### src/rtl/alu_share_arbiter.sv
// Round-robin arbiter/sequencer sharing one registered ALU between two requesters.
// Every output is registered; the requests only steer the next-state and load logic.
module alu_share_arbiter #(
   parameter int DW      = 3,
   parameter int ALU_LAT = 1
) (
   input  logic              clk,
   input  logic              rst_n,
   input  logic              req0,
   input  logic              req1,
   input  logic [DW-1:0]     a0,
   input  logic [DW-1:0]     b0,
   input  logic [DW-1:0]     a1,
   input  logic [DW-1:0]     b1,
   input  logic [1:0]        op0,
   input  logic [1:0]        op1,
   output logic              gnt0,
   output logic              gnt1,
   output logic              done0,
   output logic              done1,
   output logic [2*DW-1:0]   dout,
   output logic              busy,
   output logic              alu_en,
   output logic [1:0]        alu_op,
   output logic [DW-1:0]     alu_A,
   output logic [DW-1:0]     alu_B,
   input  logic [2*DW-1:0]   alu_dout
);

   typedef enum logic [1:0] {IDLE, ISSUE, WAIT, DONE} state_t;

   state_t     state, state_nx;
   logic       ptr;
   logic       id;
   logic       win;
   logic [2:0] cnt;

   // ptr names the requester that wins a tie; a lone request always wins
   always_comb begin
      win = req1;
      if (req0 && req1) win = ptr;
   end

   always_comb begin
      state_nx = state;
      case (state)
         IDLE:    if (req0 || req1) state_nx = ISSUE;
         ISSUE:   state_nx = WAIT;
         WAIT:    if (cnt == 3'd1) state_nx = DONE;
         DONE:    state_nx = IDLE;
         default: state_nx = IDLE;
      endcase
   end

   always_ff @(posedge clk or negedge rst_n) begin
      if (!rst_n) state <= IDLE;
      else        state <= state_nx;
   end

   always_ff @(posedge clk or negedge rst_n) begin
      if (!rst_n) begin
         gnt0   <= 1'b0;
         gnt1   <= 1'b0;
         done0  <= 1'b0;
         done1  <= 1'b0;
         busy   <= 1'b0;
         alu_en <= 1'b0;
         alu_op <= '0;
         alu_A  <= '0;
         alu_B  <= '0;
         dout   <= '0;
         ptr    <= 1'b0;
         id     <= 1'b0;
         cnt    <= '0;
      end else begin
         gnt0   <= 1'b0;
         gnt1   <= 1'b0;
         done0  <= 1'b0;
         done1  <= 1'b0;
         alu_en <= 1'b0;
         busy   <= (state_nx != IDLE);
         case (state)
            IDLE: begin
               // grant, operand latch and ALU enable all land in the ISSUE cycle
               if (req0 || req1) begin
                  id     <= win;
                  gnt0   <= ~win;
                  gnt1   <= win;
                  alu_en <= 1'b1;
                  alu_op <= win ? op1 : op0;
                  alu_A  <= win ? a1  : a0;
                  alu_B  <= win ? b1  : b0;
               end
            end
            ISSUE: cnt <= 3'(ALU_LAT);
            WAIT: begin
               cnt <= cnt - 3'd1;
               if (cnt == 3'd1) begin
                  dout  <= alu_dout;
                  done0 <= ~id;
                  done1 <= id;
               end
            end
            DONE:    ptr <= ~id;
            default: ;
         endcase
      end
   end

endmodule

### config.mk
export PLATFORM = sky130hd
export DESIGN_NAME = alu_share_arbiter
export DESIGN_NICKNAME = d
export VERILOG_FILES = /design/src/rtl/alu_share_arbiter.sv
export SDC_FILE = /design/constraint.sdc
export NUM_CORES = 1
export LEC_CHECK = 0
export ABC_CLOCK_PERIOD_IN_PS = 1900
export CORE_ASPECT_RATIO = 0.5
export CORE_MARGIN = 2
export CORE_UTILIZATION = 30
export CTS_CLUSTER_SIZE = 20
export DETAILED_ROUTE_END_ITERATION = 16
export PLACE_DENSITY_LB_ADDON = 0.1
export RECOVER_POWER = 50
export SYNTH_ARGS = -nofsm -noshare
export SYNTH_HDL_FRONTEND = slang
export SYNTH_SLANG_ARGS = --single-unit
### constraint.sdc
create_clock -name clk -period 1.9 [get_ports clk]
set_input_delay 0.285 -clock clk [delete_from_list [all_inputs] [get_ports clk]]
set_output_delay 0.285 -clock clk [all_outputs]
set_load 0.02 [all_outputs]
# After elaboration in Yosys (flattened, before gate mapping)

Cells that the tools add are included.

Output and inout bits: 20
Register bits after elaboration: 27
Input port bits: 26
Logic and storage cells: 46

$add $sub $neg: 1
Eq/ne operators: 4
Reduce and logical (&&, ||, !) cells: 7
Bitwise logic cells: 2
Mux-type cells: 18

Operators by type and width:

| cell                                                                  | number |
|---|---|
| 1-bit two-way mux                                                     | 11 |
| 2-bit case mux with 4 select lines                                    | 1 |
| 2-bit two-way mux                                                     | 3 |
| 3-bit two-way mux                                                     | 2 |
| 3-bit case mux with 2 select lines                                    | 1 |
| 2-bit equality test, second input constant                            | 2 |
| 2-bit AND reduction                                                   | 2 |
| 2-bit nonzero test                                                    | 2 |
| 3-bit by 1-bit equality test with 1-bit output, second input constant | 1 |
| 3-bit by 1-bit subtractor with 3-bit output, second input constant    | 1 |
| 2-bit by 1-bit equality test with 1-bit output, second input constant | 1 |
| 2-bit zero test                                                       | 1 |
| 1-bit inverter                                                        | 2 |
| 1-bit logical AND                                                     | 1 |
| 1-bit logical OR                                                      | 1 |

# Longest topological paths before layout

Depth after elaboration: 5
Gate-level depth with buffers: 6
Gate-level depth less buffers: 5

# Worst setup path after synthesis

OpenSTA, ideal clock, no wires.

Path type: register -> register
Start: register state[0]
End: register alu_A[0]
Stages on the path, launching flop included: 7
Clock period less this slack: 1389 ps
Library setup time: 126 ps
Setup slack: 511 ps
Arrival time: 1263 ps
Buffers on the path: 1
Data required time: 1774 ps
Cells stage by stage: dfrtp_1 -> inv_1 -> ha_1 -> o21ai_2 -> clkbuf_2 -> and2_0 -> a221o_1

Cells in the longest elaborated chain, start to end: 2

RTL lines:

| item                                 | RTL line | source |
|---|---|---|
| from (decl)                          | 32       | `state_t state, state_nx;` |
| from (signal assigned)               | 57       | `else state <= state_nx;` |
| 2-bit zero test                      | 82       | `case (state)` |
| 2-bit AND reduction (no source line) | -        |  |
| to (signal assigned)                 | 91       | `alu_A <= win ? a1 : a0;` |
| to (decl)                            | 25       | `output logic [DW-1:0] alu_A,` |

Every way passes these cells.
A chain may end at the register's enable or synchronous reset.

# Worst setup path in the final report

Start: register alu_B[2]
End: output alu_B[2]

RTL lines:

| item                   | RTL line | source |
|---|---|---|
| from (decl)            | 26       | `output logic [DW-1:0] alu_B,` |
| from (signal assigned) | 92       | `alu_B <= win ? b1 : b0;` |

No word-level cell between the ends.

==> impl_metrics.py <==
metrics = {
    "run_status": {
        "outcome": "completed",
    },
    "grt": {
        "grt_remaining_overflow": 0,
        "antenna_found_initial": 0,
        "grt_pass1_wl_um": 3912,
        "grt_pass1_vias": 834,
        "grt_max_degree": 28,
        "grt_usage_pct": 12.14,
    },
    "cts": {
        "numClockSinks": 27,
        "hold_buffers": 0,
        "clk_latency_ns": 0.26,
        "htreeDepth": 1,
        "cts_resized": 0,
        "cts_buffers": 3,
        "cts_tree": "yes",
        "root_buffer": "clkbuf_8",
        "path_clk_slew_ns": 0.09,
        "cts_setup_buffers": 0,
        "clockBufferDepth": 2,
    },
    "route": {
        "drc_errors": 0,
        "drtPass1Iterations": 4,
        "drtIter0Drc": 31,
        "antenna_left": 0,
        "routed_wl_um": 2291,
        "vias": 806,
        "via_per_inst": 4.380,
        "wl_per_cell_um": 12.45,
    },
    "min_path": {
        "hold_path.class": "reg2reg",
        "min_delay_path_depth": 1,
    },
    "placement": {
        "portBuffers": 45,
        "place_ws_ns": 0.1798,
        "placedCellCount": 180,
        "place_area_um2": 1624,
        "dp_hpwl_um": 1698,
        "gp_congestion": 0.7044,
    },
    "pwr": {
        "netSwitchingFraction_pct": 35.93,
        "p_leak_nw": 0.7169,
        "p_comb_share_pct": 51.4,
        "power_density_nw_per_um2": 1579,
        "p_int_mw": 1.686,
        "power_mw": 2.631,
        "p_switching_uw": 945.1,
        "irDropWorstVdd_mv": 0.5505,
        "seqPwrFrac_pct": 36.7,
        "p_clk_share_pct": 11.9,
    },
    "yosys": {
        "syn-num-nets": 115,
        "syn-cell-area_um2": 1107,
        "avgSynthCellArea_um2": 13.18,
        "syn_inst": 84,
        "seq_area_frac_synth_pct": 61.02,
        "yosys_warnings": 0,
        "synth_cell_type_count": 22,
        "ys_ff_latch": 27,
    },
    "sta": {
        "setup_viol": 0,
        "hold_violations": 0,
        "max_freq_ghz": 0.6584,
        "tns_ns": 0,
        "period_needed_ns": 1.519,
        "fin_skew_ns": 0.005253,
        "maxSlewViolCount": 0,
        "hold_slack_ns": 0.5073,
        "fin_ws_ns": 0.3811,
        "worst_pin_slew_ns": 0.6694,
        "finalCritPeriodShare_pct": 79.94,
        "slew_headroom_pct": 55.37,
        "rsz0062_at_grt": "false",
    },
    "layout": {
        "syn_to_final_growth_pct": 50.51,
        "final_area_um2": 1667,
        "fin_cells": 184,
        "post_route_cells_drive_above_1_share_pct": 12.03,
        "diodes": 0,
        "fin_util_pct": 47.74,
        "layout_common_cells": "clkdlybuf4s50_1 (44), dfrtp_1 (27), inv_1 (8), a221o_1 (8), and2_0 (7)",
        "fillers": 336,
        "nets": 165,
        "multiInputGateArea_um2": 396.6,
        "register_area_um2": 675.6,
        "final_common_cell": "clkdlybuf4s50_1",
    },
    "worst_setup_path": {
        "worst-endpoint-arrival_ns": 1.23,
        "cp_max_fo": 2,
        "start_kind": "flop",
        "cp.depth": 1,
        "ff2ff_path_depth": 5,
        "crit_chain": "clkdlybuf4s50_1",
        "critPathTopFamily": "buffers and inverters",
        "critical_path_required_ns": 1.62,
        "endpoint_kind": "output port",
        "criticalPathCategory": "reg2out",
        "cpPeakStageDelay_ns": 0.61,
        "path_buf_inv": 1,
        "cpMaxStageDelayCell": "clkdlybuf4s50_1",
    },
    "job": {
        "drv_cap": 0,
    },
    "floorplan": {
        "dieArea_um2": 4223,
        "die_x_um": 89.92,
        "core_um2": 3491,
        "start_util_pct": 31.72,
        "die_y_um": 46.96,
        "placementRows": 15,
        "io_pins": 46,
    },
}
## per-layer routing
layer / share of wire [%] / global-route usage, %
met1: 50 / 15.65
met2: 42 / 20.15
met3: 7.6 / 4.815
met4: 0.70 / 2.769
met5: 0 / 0
## cell usage after synthesis, drive strengths merged
master / number / area (um^2)
clkbuf: 1 / 5.000
nand3: 1 / 5.000
a221o: 8 / 80.08
a21oi: 3 / 22.52
and2: 8 / 51.30
dfrtp: 27 / 675.7
ha: 5 / 62.56
or2: 1 / 6.260
o2bb2ai: 1 / 8.760
mux2: 6 / 67.56
a21o: 1 / 8.760
inv: 8 / 30.03
nand2: 2 / 7.510
nor2: 3 / 11.26
nand3b: 3 / 26.27
o21a: 1 / 7.510
o211ai: 1 / 7.510
o21ai: 4 / 23.77
## sequential cells by signal (all words and copies together), names as in the netlist
| name | flops |
|---|---|
| dout | 6 |
| alu_A | 3 |
| done1 | 1 |
| cnt | 3 |
| ptr | 1 |
| alu_en | 1 |
| alu_B | 3 |
| alu_op | 2 |
| id | 1 |
| gnt1 | 1 |
| done0 | 1 |
| busy | 1 |
| state | 2 |
| gnt0 | 1 |
## worst paths after layout
check | slack, ns | from | to
setup / recovery | 0.38 | alu_B[2] | alu_B[2]
max in group asynchronous | 0.89 | rst_n | done1
setup reg to reg | 0.43 | state[0] | alu_B[2]
min in group asynchronous | 0.57 | rst_n | alu_A[0]
hold reg to reg | 0.51 | dout[0] | dout[0]
hold / removal | 0.51 | dout[0] | dout[0]
## power groups by stage
stage / sequential, mW / combinational, mW / clock, mW
after global placement: 0.979 / 1.36 / 0
after floorplan: 1.20 / 0.576 / 0
after detailed placement: 0.983 / 1.38 / 0
after CTS: 0.973 / 1.38 / 0.334
final: 0.967 / 1.35 / 0.312
after global routing: 1.00 / 1.49 / 0.354
## area by class of cell
class	count	area share (%)
Clock buffer	4	2.703
Inverter	8	1.802
Multi-Input combinational cell	48	23.80
Sequential cell	27	40.54
Tap cell	51	3.829
Timing Repair Buffer	46	27.33
## cells by family after synthesis
kind of cell	Yosys count	share of synthesized area (%)
adders and majority gates	5	5.650
DFF	27	61.02
muxes	6	6.101
AOI/OAI and AO/OA	19	14.35
and+or+nand+nor	18	9.717
buffers and inverters	9	3.164
Note: power is estimated with default switching activity, not from simulation.
